==> config.mk <==
export PLATFORM = sky130hd
export DESIGN_NAME = dm_access_ctrl
export DESIGN_NICKNAME = d
export VERILOG_FILES = /design/src/rtl/dm_access_ctrl.sv
export SDC_FILE = /design/constraint.sdc
export NUM_CORES = 1
export LEC_CHECK = 0
export CAP_MARGIN = 0
export CORE_ASPECT_RATIO = 0.8
export CORE_UTILIZATION = 40
export CTS_CLUSTER_SIZE = 25
export DETAILED_ROUTE_END_ITERATION = 10
export HOLD_SLACK_MARGIN = 0.05
export PLACE_DENSITY = 0.83
export SYNTH_ARGS = -nofsm -noshare
export SYNTH_HDL_FRONTEND = slang
export SYNTH_SLANG_ARGS = --single-unit
export TNS_END_PERCENT = 50
==> constraint.sdc <==
create_clock -name clk -period 1.9 [get_ports clk]
set_input_delay 0.38 -clock clk [delete_from_list [all_inputs] [get_ports clk]]
set_output_delay 0.38 -clock clk [all_outputs]
set_load 0.1 [all_outputs]
==> src/rtl/dm_access_ctrl.sv <==
// Load/store unit between the integer datapath and a big-endian byte memory.
// Sub-word stores are a read-modify-write of the aligned word; loads are lane-extracted and extended.
module dm_access_ctrl #(
    parameter int unsigned MEM_BYTES = 4096
) (
    input  logic        clk,
    input  logic        reset,
    input  logic        req,
    input  logic        we,
    input  logic [1:0]  size,
    input  logic        sign_ext,
    input  logic [31:0] addr,
    input  logic [31:0] wdata,
    output logic        busy,
    output logic        ack,
    output logic        err,
    output logic [31:0] rdata,
    output logic        dm_cs,
    output logic        dm_rd,
    output logic        dm_wr,
    output logic [31:0] dm_addr,
    output logic [31:0] dm_din,
    input  logic [31:0] dm_dout
);

    typedef enum logic [2:0] {
        S_IDLE,
        S_RD,
        S_WR,
        S_DONE,
        S_ERR
    } state_t;

    state_t      state_q, state_d;
    logic        we_q, we_d;
    logic [1:0]  size_q, size_d;
    logic        sext_q, sext_d;
    logic [31:0] addr_q, addr_d;
    logic [31:0] wdata_q, wdata_d;
    logic [31:0] rbuf_q, rbuf_d;
    logic        busy_q, busy_d;
    logic        ack_q, ack_d;
    logic        err_q, err_d;
    logic [31:0] rdata_q, rdata_d;
    logic        bad_req;

    // Replace the addressed big-endian lane of the word read back in RD.
    function automatic logic [31:0] merge_lane(input logic [31:0] rbuf, input logic [31:0] wd,
                                               input logic [1:0] sz, input logic [1:0] off);
        logic [31:0] m;
        m = rbuf;
        case (sz)
            2'b00: begin
                case (off)
                    2'd0:    m[31:24] = wd[7:0];
                    2'd1:    m[23:16] = wd[7:0];
                    2'd2:    m[15:8]  = wd[7:0];
                    default: m[7:0]   = wd[7:0];
                endcase
            end
            2'b01: begin
                if (off[1]) m[15:0]  = wd[15:0];
                else        m[31:16] = wd[15:0];
            end
            default: m = wd;
        endcase
        return m;
    endfunction

    function automatic logic [31:0] load_lane(input logic [31:0] word, input logic [1:0] sz,
                                              input logic [1:0] off, input logic sx);
        logic [7:0]  b;
        logic [15:0] h;
        logic [31:0] r;
        case (off)
            2'd0:    b = word[31:24];
            2'd1:    b = word[23:16];
            2'd2:    b = word[15:8];
            default: b = word[7:0];
        endcase
        h = off[1] ? word[15:0] : word[31:16];
        case (sz)
            2'b00:   r = {{24{sx & b[7]}}, b};
            2'b01:   r = {{16{sx & h[15]}}, h};
            default: r = word;
        endcase
        return r;
    endfunction

    always_comb begin
        bad_req = (size == 2'b11) || (addr >= MEM_BYTES) ||
                  (size == 2'b01 && addr[0]) ||
                  (size == 2'b10 && addr[1:0] != 2'b00);
    end

    always_comb begin
        state_d = state_q;
        we_d    = we_q;
        size_d  = size_q;
        sext_d  = sext_q;
        addr_d  = addr_q;
        wdata_d = wdata_q;
        rbuf_d  = rbuf_q;
        rdata_d = rdata_q;
        case (state_q)
            S_IDLE: begin
                if (req) begin
                    we_d    = we;
                    size_d  = size;
                    sext_d  = sign_ext;
                    addr_d  = addr;
                    wdata_d = wdata;
                    if (bad_req)                        state_d = S_ERR;
                    else if (!we || size != 2'b10)      state_d = S_RD;
                    else                                state_d = S_WR;
                end
            end
            S_RD: begin
                rbuf_d = dm_dout;
                if (we_q) begin
                    state_d = S_WR;
                end else begin
                    // Load result lands in rdata on the same edge that enters DONE.
                    rdata_d = load_lane(dm_dout, size_q, addr_q[1:0], sext_q);
                    state_d = S_DONE;
                end
            end
            S_WR:    state_d = S_DONE;
            S_DONE:  state_d = S_IDLE;
            S_ERR:   state_d = S_IDLE;
            default: state_d = S_IDLE;
        endcase
        busy_d = (state_d != S_IDLE);
        ack_d  = (state_d == S_DONE) || (state_d == S_ERR);
        err_d  = (state_d == S_ERR);
    end

    always_ff @(posedge clk or negedge reset) begin
        if (!reset) begin
            state_q <= S_IDLE;
            we_q    <= 1'b0;
            size_q  <= 2'b00;
            sext_q  <= 1'b0;
            addr_q  <= 32'h0;
            wdata_q <= 32'h0;
            rbuf_q  <= 32'h0;
            busy_q  <= 1'b0;
            ack_q   <= 1'b0;
            err_q   <= 1'b0;
            rdata_q <= 32'h0;
        end else begin
            state_q <= state_d;
            we_q    <= we_d;
            size_q  <= size_d;
            sext_q  <= sext_d;
            addr_q  <= addr_d;
            wdata_q <= wdata_d;
            rbuf_q  <= rbuf_d;
            busy_q  <= busy_d;
            ack_q   <= ack_d;
            err_q   <= err_d;
            rdata_q <= rdata_d;
        end
    end

    // Memory strobes decode straight from state so they drop the instant reset hits.
    always_comb begin
        dm_cs   = (state_q == S_RD) || (state_q == S_WR);
        dm_rd   = (state_q == S_RD);
        dm_wr   = (state_q == S_WR);
        dm_addr = dm_cs ? {addr_q[31:2], 2'b00} : 32'h0;
        dm_din  = dm_wr ? merge_lane(rbuf_q, wdata_q, size_q, addr_q[1:0]) : 32'h0;
    end

    assign busy  = busy_q;
    assign ack   = ack_q;
    assign err   = err_q;
    assign rdata = rdata_q;

endmodule

======== Yosys cells after proc, flatten, opt, wreduce, memory -nomap -nowiden ========
Index checks and enable logic that the tools add are counted.
cells by class
  magnitude comparators ................... 1
  eq/ne operators ......................... 11
  multiplexer cells ....................... 19
  bitwise logic cells ..................... 3
  reduce and logical (&&, ||, !) cells .... 17
operator list
  cell                  count
  $pmux 32 s2           2
  $mux 32               2
  $mux 16               3
  $mux 8                6
  $ge 32x13->1 const B  1
  $pmux 8 s3            1
  $pmux 3 s3            1
  $eq 2x1->1 const B    3
  $eq 2x2->1 const B    3
  $eq 3x2->1 const B    2
  $logic_or 1x1->1      6
  $mux 3                2
  $logic_not 2->1       2
  $reduce_and 2->1      2
  $eq 3x1->1 const B    1
  $eq 3x3->1 const B    1
  $logic_not 3->1       1
  $reduce_bool 3->1     1
  $reduce_or 3->1       1
  $and 1x1->1           2
  $logic_and 1x1->1     2
  $mux 2                1
  $ne 2x2->1 const B    1
  $reduce_bool 2->1     1
  3 further kinds       3
word-level totals
  bits in registers ....................... 138
  input port bits ......................... 103
  logic and storage cells ................. 62

======== Longest topological paths before layout ========
Gate-level depths: netlist of run 1.
  word-level depth ........................ 9
  mapped depth ............................ 7
  mapped depth without buffers ............ 4

======== Least setup slack after synthesis of run 1 ========
No wires, ideal clock.
  kind .................................... reg-to-output
  from .................................... register state_q[2]
  to ...................................... output dm_addr[10]
  data arrival time ....................... 3.443 ns
  setup slack ............................. -1.923 ns
  stages on the path, launching flop included .. 7
  buffers on the path ..................... 2
  cell sequence ........................... dfrtp_1 or3b_2 clkbuf_1 inv_1 nor2_1 clkbuf_1 nor2b_1
on the way
  word-level cells in the longest chain between the ends .. 3
  elaborated cells on any way between the ends .. 4
ends and longest elaborated chain
  what                    RTL line  text
  from (decl)             34        state_t state_q, state_d;
  from (signal assigned)  152       state_q <= state_d;
  $eq 3x2->1              -
  named net dm_wr         20        output logic dm_wr,
  $logic_or 1x1->1        168       dm_cs = (state_q == S_RD) || (state_q == S_WR);
  $mux 32                 171       dm_addr = dm_cs ? {addr_q[31:2], 2'b00} : 32'h0;
  to (decl)               21        output logic [31:0] dm_addr,
The timed path passes the listed nets, and every way through them passes these cells.

======== Final worst setup path of run 1 ========
  from .................................... register size_q[0]
  to ...................................... output dm_din[5]
on the way
  word-level cells in the longest chain between the ends .. 3
  elaborated cells on any way between the ends .. 4
ends and longest elaborated chain
  what                                           RTL line  text
  from (decl)                                    36        logic [1:0] size_q, size_d;
  from (signal assigned)                         154       size_q <= size_d;
  $eq 2x1->1 or $logic_not 2->1 (tied branches)  52        case (sz)
  $pmux 32 s2 (*)                                52
  $mux 32 (*)                                    172       dm_din = dm_wr ? merge_lane(rbuf_q, wdata_q, size_q, addr_q[1:0]) : 32'h0;
  to (decl)                                      22        output logic [31:0] dm_din,
Mark *: on every way between the ends. The rest lies on a longest branch, timed or not.

==> run summary, run 1 <==
drt initial violations = 594
LEAKAGE = 0.00559 µW
VDD IR max = 0.651 mV
vias in the first global route = 7260
CP max stage cell = dfrtp_2
Final Power = 10700 µW
ANT cells = 0
P&R area growth vs syn = 80.7%
Vias/cell = 5.76
final setup violation count = 66
CTS max path bufs = 2
max-cap violations = 0
global placement routability congestion = 0.889
first-pass detailed-route iteration total = 5
clock root cell = clkbuf_16
setup slack, reg-to-reg = -0.05 ns
Routed WL = 27000 µm
fin crit share = 127%
Die X-Extent = 148 µm
Fin Clk Skew = 0.0122 ns
Final HPWL DP = 17200 µm
pwr dens = 859 mW/mm²
Top Ports = 205
CTS buffer count = 17
sw power = 3670 µW
Clock Sinks = 138
Switching Share = 34.5%
Yosys cell types = 42
fin crit period = 2.42 ns
Worst-Margin Slew = 0.560 ns
Die ar. = 0.0177 mm²
setup tns final = -28.55 ns
failing checks = setup timing
post-synth top area cell = dfrtp_1
CTS tree = yes
Critical Path Stages = 6
Worst Path Required = 1.52 ns
CP peak stage delay = 0.49 ns
dpl ws = -0.359 ns
most common cell after layout, fill and taps aside = nand2_1
Seq pwr share = 34.4%
initial core utilization = 41.2%
area share of the largest cell type after synthesis = 50.3%
Post-DRT Antenna Nets = 0
R2R cell count = 8
residual overflow from global routing = 0
FP Rows = 42
post-synthesis sequential area ratio = 50.3%
FF+latch count, synth = 138
Buf+Inv Stages, Crit Path = 2
CP delay by family, top = flip-flops
# port buffers = 202
internal power = 6990 µW
final worst slack = -0.517 ns
Slew HR = 62.6%
Gate Count Post-Synth = 757
Setup crit end kind = output pin
status = complete, but fails checks
Via Count = 7207
Setup crit start kind = flip-flop
Ys Warns = 0
Synth area leaders = dfrtp_1 50%, nand2_1 13%, mux2_2 7.9%
initial antenna violation count = 0
mean post-synth cell area = 9.07 µm²
RSZ-0062 raised after global routing = true
FMAX = 0.414 GHz
chip height = 119 µm
core footprint = 0.0167 mm²
global-route wire length before repair = 40200 µm
clock network power share = 29.9%
max-slew violation count = 0
Max H-tree Level = 4
Cell Chain, Critical Path = or2_4, a21oi_4, buf_6, mux2i_2, nor2_2, buf_12
# fillers = 989
Synth Cell Area = 0.00687 mm²
Hold Fails Final Rpt = 0
commonest non-fill, non-tap cells in the layout = 241 x nand2_1, 134 x dfrtp_1, 111 x buf_12
CP Data Arrival Time = 2.04 ns
Post-route DRC = 0
Hold Path Class = input port to asynchronous set/reset pin
CTS clk-pin slew, worst paths = 0.06 ns
total track usage = 29.8%
worst setup path category = flip-flop to output pin
Layout Nets = 1125
Logic pwr share = 35.7%
clk_lat worst skew = 0.42 ns
largest net degree at the start of global routing = 68
drt wl/cell = 21.6 µm
CP max FO = 6
share of layout cells above drive strength 1 = 38.2%
-- power by group through the flow --
stage	sequential [µW]	clock (µW)	combinational (µW)
2_1_floorplan	3890	0	1570
3_5_place_dp	3640	0	3240
6_report	3670	3180	3800
4_1_cts	3620	3180	3530
5_1_grt	3700	3350	3990
3_3_place_gp	3610	0	3160
-- worst paths after layout --
kind / from / end
worst min register to register: addr_q[18] / addr_q[18]
max in group asynchronous: reset / size_q[1]
min in group clk: addr_q[18] / addr_q[18]
worst max register to register: state_q[1] / rdata[6]
worst min-delay path: reset / rbuf_q[13]
worst max-delay path: size_q[0] / dm_din[5]
-- layout make-up --
cell class	count	area, µm²	area share [%]
Clock buffer	26	519	4.18
Clock inverter	2	35.0	0.282
Inverter	5	31.3	0.252
Multi-Input combinational cell	559	4010	32.3
Sequential cell	138	3460	27.9
Tap cell	220	275	2.22
Timing Repair Buffer	301	4080	32.9
-- through the flow --
step           hold slack (ns)  utilization [%]  cell area (µm²)  instances
5_1_grt                  0.457             74.5            12400       1251
2_1_floorplan           0.0844                -             7380        758
3_5_place_dp             0.310             67.0            11200       1210
6_report                 0.432             74.5            12400       1251
4_1_cts                  0.446             73.0            12200       1250
3_3_place_gp             0.305             67.0            11200       1210
-- per-layer routing --
metal	GRT usage, %	wire length, µm	vias up
li1	-	-	3090
met1	37.3	9980	3514
met2	46.1	12600	503
met3	10.3	3310	100
met4	13.9	1180	0
met5	0	0	-
-- synthesized netlist by cell type (all sizes together) --
cell and instances:
nor3b 1, nor4b 1, mux2i 19, a22oi 15
nor2 39, clkinv 1, dfrtp 138, conb 1
a21oi 21, a32o 6, inv 4, nand3 33
o22ai 1, or3 5, nand2 241, nor3 15
or2 2, or4b 1, o21ai 10, o211ai 2
nor4 5, o31a 2, buf 14, or3b 2
clkbuf 42, o21bai 1, o21a 1, a21o 2
o31ai 1, a22o 20, nand2b 8, a31oi 6
or4 1, nor2b 39, mux2 48, a221oi 9
-- logic make-up after synthesis --
logic type	count (synthesis)	share of synthesized area, %
other	1	0.0546
AO/OA/AOI/OAI	97	10.4
flip-flops	138	50.3
buffers and inverters	61	3.57
multiplexers	67	10.6
AND/OR/NAND/NOR	393	25.1
-- registers in the layout (all words and copies together), names as in the netlist, 2 cells and up --
signal	count
size_q	2
rdata	32
rbuf_q	32
wdata_q	32
state_q	3
addr_q	32
-- repair_timing --
| action | in CTS | in global routing |
|---|---|---|
| gates resized for setup | 70 | 46 |
| buffers inserted | 7 | 2 |
| pin swaps | 17 | 21 |
| hold buffers | 1 | 0 |
| gates cloned | 5 | 1 |
| hold endpoints to repair | 34 | 0 |
| setup endpoints to repair | 142 | 87 |
Note: power is estimated with default switching activity, not from simulation.
==> run 2: changes to the inputs <==
Settings changed: CTS_CLUSTER_SIZE 25 to 20.
==> results of run 2 <==
Same layout as run 1: the final DEF is identical, and so are final timing and power.
